## config.mk

```make
export PLATFORM = sky130hd
export DESIGN_NAME = reel_spin_ctrl
export DESIGN_NICKNAME = d
export VERILOG_FILES = /design/src/rtl/reel_spin_ctrl.sv
export SDC_FILE = /design/constraint.sdc
export NUM_CORES = 1
export LEC_CHECK = 0
export ABC_CLOCK_PERIOD_IN_PS = 3500
export BUFFER_PORTS_ARGS = -buffer_cell sky130_fd_sc_hd__clkbuf_2
export CAP_MARGIN = 5
export CORE_MARGIN = 1.5
export CORE_UTILIZATION = 50
export CTS_BUF_LIST = sky130_fd_sc_hd__clkbuf_8
export CTS_CLUSTER_SIZE = 40
export DETAILED_ROUTE_END_ITERATION = 16
export GPL_TIMING_DRIVEN = 0
export PLACE_DENSITY = 0.73
export SETUP_SLACK_MARGIN = 0.3
export SYNTH_ARGS = -nofsm -noshare
export SYNTH_HDL_FRONTEND = slang
export SYNTH_SLANG_ARGS = --single-unit
```

## constraint.sdc

```tcl
create_clock -name clk -period 3.5 [get_ports clk]
set_clock_uncertainty 0.05 [all_clocks]
set_input_delay 0.35 -clock clk [delete_from_list [all_inputs] [get_ports clk]]
set_output_delay 0.35 -clock clk [all_outputs]
set_load 0.01 [all_outputs]
```

## src/rtl/reel_spin_ctrl.sv

```systemverilog
// Per-frame reel scroll sequencer: accelerate, cruise, decelerate, then crawl onto the target symbol.
// Drives the sprite-core slot bus with registered single-cycle writes (bypass, then y0/ctrl every frame).
module reel_spin_ctrl #(
    parameter int NUM_SYM       = 8,
    parameter int SYM_H         = 32,
    parameter int Y_BASE        = 100,
    parameter int MAX_SPEED     = 8,
    parameter int CRUISE_FRAMES = 60
) (
    input  logic                                           clk,
    input  logic                                           reset,
    input  logic                                           frame_tick,
    input  logic                                           start,
    input  logic [((NUM_SYM > 1) ? $clog2(NUM_SYM) : 1)-1:0] stop_sym,
    output logic                                           busy,
    output logic                                           done,
    output logic [4:0]                                     cur_sym,
    output logic                                           cs,
    output logic                                           write,
    output logic [13:0]                                    addr,
    output logic [31:0]                                    wr_data
);
    localparam int STRIP = NUM_SYM * SYM_H;
    localparam int LOG_H = $clog2(SYM_H);
    localparam int PW    = $clog2(STRIP);
    localparam int CW    = (CRUISE_FRAMES > 1) ? $clog2(CRUISE_FRAMES) : 1;

    typedef enum logic [3:0] {
        S_IDLE, S_ARM, S_ACCEL, S_CRUISE, S_DECEL, S_CRAWL, S_WY, S_WC, S_FIN
    } state_t;

    state_t         state_q, ret_q;
    logic [PW-1:0]  pos_q, tgt_q, pos_d;
    logic [PW:0]    speed_q, step, sum;
    logic [CW-1:0]  cnt_q;
    logic           pend_q, fin_q, busy_q, done_q, cs_q;
    logic [13:0]    addr_q;
    logic [31:0]    wdat_q;
    logic           move;

    assign move = frame_tick | pend_q;

    // Next scroll position for the current phase; speed never exceeds SYM_H so one wrap suffices.
    always_comb begin
        step = speed_q;
        if (state_q == S_CRUISE)
            step = (PW+1)'(MAX_SPEED);
        else if (state_q == S_CRAWL)
            step = (PW+1)'(1);
        sum = {1'b0, pos_q} + step;
        if (sum >= (PW+1)'(STRIP))
            sum = sum - (PW+1)'(STRIP);
        pos_d = sum[PW-1:0];
    end

    always_ff @(posedge clk or posedge reset) begin
        if (reset) begin
            state_q <= S_IDLE;
            ret_q   <= S_IDLE;
            pos_q   <= '0;
            tgt_q   <= '0;
            speed_q <= '0;
            cnt_q   <= '0;
            pend_q  <= 1'b0;
            fin_q   <= 1'b0;
            busy_q  <= 1'b0;
            done_q  <= 1'b0;
            cs_q    <= 1'b0;
            addr_q  <= '0;
            wdat_q  <= '0;
        end else begin
            cs_q   <= 1'b0;
            addr_q <= '0;
            wdat_q <= '0;
            done_q <= 1'b0;
            case (state_q)
                S_IDLE: begin
                    if (start) begin
                        tgt_q   <= PW'({stop_sym, {LOG_H{1'b0}}});
                        speed_q <= (PW+1)'(1);
                        busy_q  <= 1'b1;
                        pend_q  <= 1'b0;
                        fin_q   <= 1'b0;
                        cs_q    <= 1'b1;
                        addr_q  <= 14'h2000;
                        state_q <= S_ARM;
                    end
                end
                S_ARM: begin
                    if (frame_tick)
                        pend_q <= 1'b1;
                    state_q <= S_ACCEL;
                end
                S_ACCEL, S_CRUISE, S_DECEL, S_CRAWL: begin
                    if (move) begin
                        pend_q  <= 1'b0;
                        pos_q   <= pos_d;
                        cs_q    <= 1'b1;
                        addr_q  <= 14'h2002;
                        wdat_q  <= 32'(Y_BASE) - 32'(pos_d[LOG_H-1:0]);
                        state_q <= S_WY;
                        ret_q   <= state_q;
                        case (state_q)
                            S_ACCEL: begin
                                if (speed_q == (PW+1)'(MAX_SPEED)) begin
                                    ret_q <= S_CRUISE;
                                    cnt_q <= '0;
                                end else begin
                                    speed_q <= speed_q + 1'b1;
                                end
                            end
                            S_CRUISE: begin
                                if (cnt_q == CW'(CRUISE_FRAMES - 1)) begin
                                    speed_q <= (PW+1)'(MAX_SPEED - 1);
                                    ret_q   <= (MAX_SPEED == 1) ? S_CRAWL : S_DECEL;
                                    if (MAX_SPEED == 1)
                                        speed_q <= (PW+1)'(1);
                                end else begin
                                    cnt_q <= cnt_q + 1'b1;
                                end
                            end
                            S_DECEL: begin
                                if (speed_q == (PW+1)'(1))
                                    ret_q <= S_CRAWL;
                                else
                                    speed_q <= speed_q - 1'b1;
                            end
                            default: fin_q <= (pos_d == tgt_q);
                        endcase
                    end
                end
                S_WY: begin
                    if (frame_tick)
                        pend_q <= 1'b1;
                    cs_q    <= 1'b1;
                    addr_q  <= 14'h2003;
                    wdat_q  <= 32'(cur_sym);
                    state_q <= S_WC;
                end
                S_WC: begin
                    if (frame_tick)
                        pend_q <= 1'b1;
                    if (fin_q) begin
                        done_q  <= 1'b1;
                        state_q <= S_FIN;
                    end else begin
                        state_q <= ret_q;
                    end
                end
                S_FIN: begin
                    busy_q  <= 1'b0;
                    pend_q  <= 1'b0;
                    fin_q   <= 1'b0;
                    state_q <= S_IDLE;
                end
                default: state_q <= S_IDLE;
            endcase
        end
    end

    assign cur_sym = 5'(pos_q >> LOG_H);
    assign busy    = busy_q;
    assign done    = done_q;
    assign cs      = cs_q;
    assign write   = cs_q;
    assign addr    = addr_q;
    assign wr_data = wdat_q;
endmodule
```

==> run metrics <==
site row count=30; Peak Freq=between 300 and 400 MHz; Ys Warns=0; via count=3,114; Cell Pwr Density=approximately 870 nW/um^2; buffers plus inverters on the worst setup path=3; clock-pin slew on the worst setup and hold paths=around 100 ps; Final TNS setup=0 ps; Worst Hold Class=in -> reg; Worst Setup Start Kind=register; finished layout cell area=between 4000 and 5000 um^2; clk root buf=clkbuf_8; Worst VDD drop=between 0.0003 and 0.0004 V; arrival time at the worst endpoint=about 3200 ps; Fill cells=572; crit path cell chain=buf_6, nor2b_4, a21oi_2, o21ai_2, ha_2, fa_2, inv_2, ha_2, inv_2, nor4_4, o2111ai_2, or4_4, o41ai_4; Seq/Total Area, Yosys=0.349; WL/cell=around 15 um; clk sinks=48; Synth cell types=62; Final #Nets=501; Die H=about 86 um; DP Wirelength=slightly below 6 mm; Synth async-reset ratio=1.00; vias per cell=around 5.6; drt pass-1 iters=5; status=finished, final reports clean; footprint of the multi-input gates=~2000 um^2; Flop pwr share=0.249; initial antenna violation count=0; Max Used Layer=met4; kind of cell adding the most delay to the critical path=adder cells; Mapped Area=approximately 3400 um^2; main area contributors after synthesis=dfrtp_1 35%, buf_4 9.6%, o21ai_0 4.8%, ha_1 4.7%, nand2_1 4.1%; Crit Path Class=reg -> reg; Area growth syn-to-layout=21.5%; gpl congestion=~0.92; CTS H-Tree Depth=2; worst-path maximum fanout=10; pre-CTS setup slack=-174 ps; post-route met1 wirelength=~3.8 mm; top cell type's share of synthesized area=0.349; Relative slew margins=0.384; Final setup viols=0; CP max stage delay=460 ps; Critical Path RT=3670 ps; fin crit share=0.877; core area=~6700 um^2; P_sw=0.00165 W; Worst-Margin Slew=about 900 ps; EDFF count, synth=0; Yosys top cell by area=dfrtp_1; Sw Ratio=0.454; IO Pins=just over 60; Yosys reg bits=48; Die W=~86 um; clock share of power=0.137; Post-DRT Antenna Nets=0; Slew Viols, Final=0; DP Cell Count=between 500 and 600; met3 WL=roughly 460 um; max_cap viols=0; largest net degree at the start of global routing=30; Combinational Power Share=0.614; Post-DP Area=3820 um^2; synthesized instance count=402; Initial Utilization=0.512; Port Buffers=23; diode count=0; Internal Power=about 0.002 W; CTS tree=built; Critical-path top delay cell=or4_4; CTS Buf Count=5; 1st-iter DRT viols=185; DRC viols=0; Avg Cell Area, Syn=around 8.6 um^2; sequential cell area=between 1000 and 1500 um^2; vias in the first global route=2,666; drt total wl=slightly above 8 mm; Main synth FF type=dfrtp_1; routed length on met2=~3.8 mm; Final Hold Viols=0; All-Layer GR Usage=0.223; P_leak=1.99 nW; GR Overflow Total=0; Setup crit end kind=register; fin cells=~560; share of cells above drive strength 1=0.281; setup ws final=between 400 and 500 ps; final core area utilization=0.623; Period minus WS final=slightly above 3000 ps; clock latency on the worst-skew pair=310 ps; CTS Buffer Depth=2; first-pass GRT wire length=about 13 mm; RSZ-0062 raised after global routing=no; die area=7390 um^2
-- cell families (layout without fill, tap and decap cells) --
kind of cell               after synthesis  in the layout  share of synthesized area
buffers and inverters                   77            119                      0.137
xor gates and xnor gates                16             16                     0.0407
AOI/OAI and AO/OA                      102            102                      0.189
muxes                                    3              3                    0.00981
other                                    1             38                    0.00109
and+or+nand+nor                        141            141                      0.221
DFF                                     48             48                      0.349
adders and majority gates               14             14                     0.0531
-- power by group through the flow --
stage                     sequential, W  clock (W)  combinational (W)
after floorplan                0.000881          0            0.00145
after global placement         0.000899          0            0.00187
after detailed placement       0.000901          0            0.00191
after CTS                      0.000893   0.000507            0.00210
after global routing           0.000922   0.000524            0.00244
final                          0.000900   0.000497            0.00222
-- through the flow --
stage                     hold slack, ps  total power (W)
after floorplan                      395          0.00233
after global placement               417          0.00277
after detailed placement             317          0.00281
after CTS                            205          0.00350
after global routing                 213          0.00388
final                                206          0.00362
-- layout by cell type, fill, tap and decap left out, types with 7 or more instances in the layout --
master     n
nor2_1    25
nand2_1   38
nand3_1   11
dfrtp_1   47
xor2_1     8
inv_1     10
clkbuf_2  25
conb_1    38
a21oi_1   23
nor3_1    15
ha_1      11
buf_4     54
o21ai_0   31
xnor2_1    7
-- layout make-up --
cell class                      instances  share of cell area
Buffer                                 64               0.109
Clock buffer                            5              0.0164
Clock inverter                          3              0.0164
Inverter                               13              0.0117
Multi-Input combinational cell        314               0.484
Sequential cell                        48               0.287
Tap cell                               80              0.0239
Timing Repair Buffer                   34              0.0508
-- timing repair --
item,CTS,global route
pin swaps,6,6
hold endpoints to repair,19,0
setup endpoints to repair,1,1
resized for setup,28,16
hold buffers,1,0
cloned,0,0
buffers inserted,8,1
-- Yosys cell counts, drive strengths merged, types with 3 or more instances --
library cell and instances:
a211oi 3, a21oi 24, and2 7, and3 6
buf 54, clkbuf 10, dfrtp 48, ha 13
inv 13, mux2 3, nand2 38, nand2b 7
nand3 11, nor2 25, nor3 15, nor4 7
nor4b 3, o21ai 34, o22ai 5, o31ai 5
o41ai 3, or2 5, or4 5, or4b 3
xnor2 8, xor2 8
-- registers in the layout, summed over array words and instances (netlist names) --
signal and cells:
ret_q 4, pos_q 8, cnt_q 6, speed_q 9
fin_q 1, state_q 4, done 1, cs 1
addr 2, wr_data 7, pend_q 1, tgt_q 3
busy 1
-- worst paths after layout --
path                                         from  slack, ps                endpoint  cells after the start
hold reg to reg              cnt_q[5]$_DFFE_PP0P_        440    cnt_q[5]$_DFFE_PP0P_                      1
min in group asynchronous                   reset        530            cs$_DFF_PP0_                      3
setup reg to reg           state_q[3]$_DFFE_PP0P_        430       fin_q$_DFFE_PP0P_                     13
max in group asynchronous                   reset       2360  speed_q[4]$_DFFE_PP0P_                      4
setup / recovery           state_q[3]$_DFFE_PP0P_        430       fin_q$_DFFE_PP0P_                     13
hold / removal                        stop_sym[1]        210    tgt_q[6]$_DFFE_PP0P_                      2
-- routing by layer --
layer | vias up | track usage
li1 | 1508 | -
met1 | 1480 | 0.325
met2 | 115 | 0.341
met3 | 11 | 0.0337
met4 | 0 | 0.0660
met5 | - | 0
Note: power is estimated with default switching activity, not from simulation.
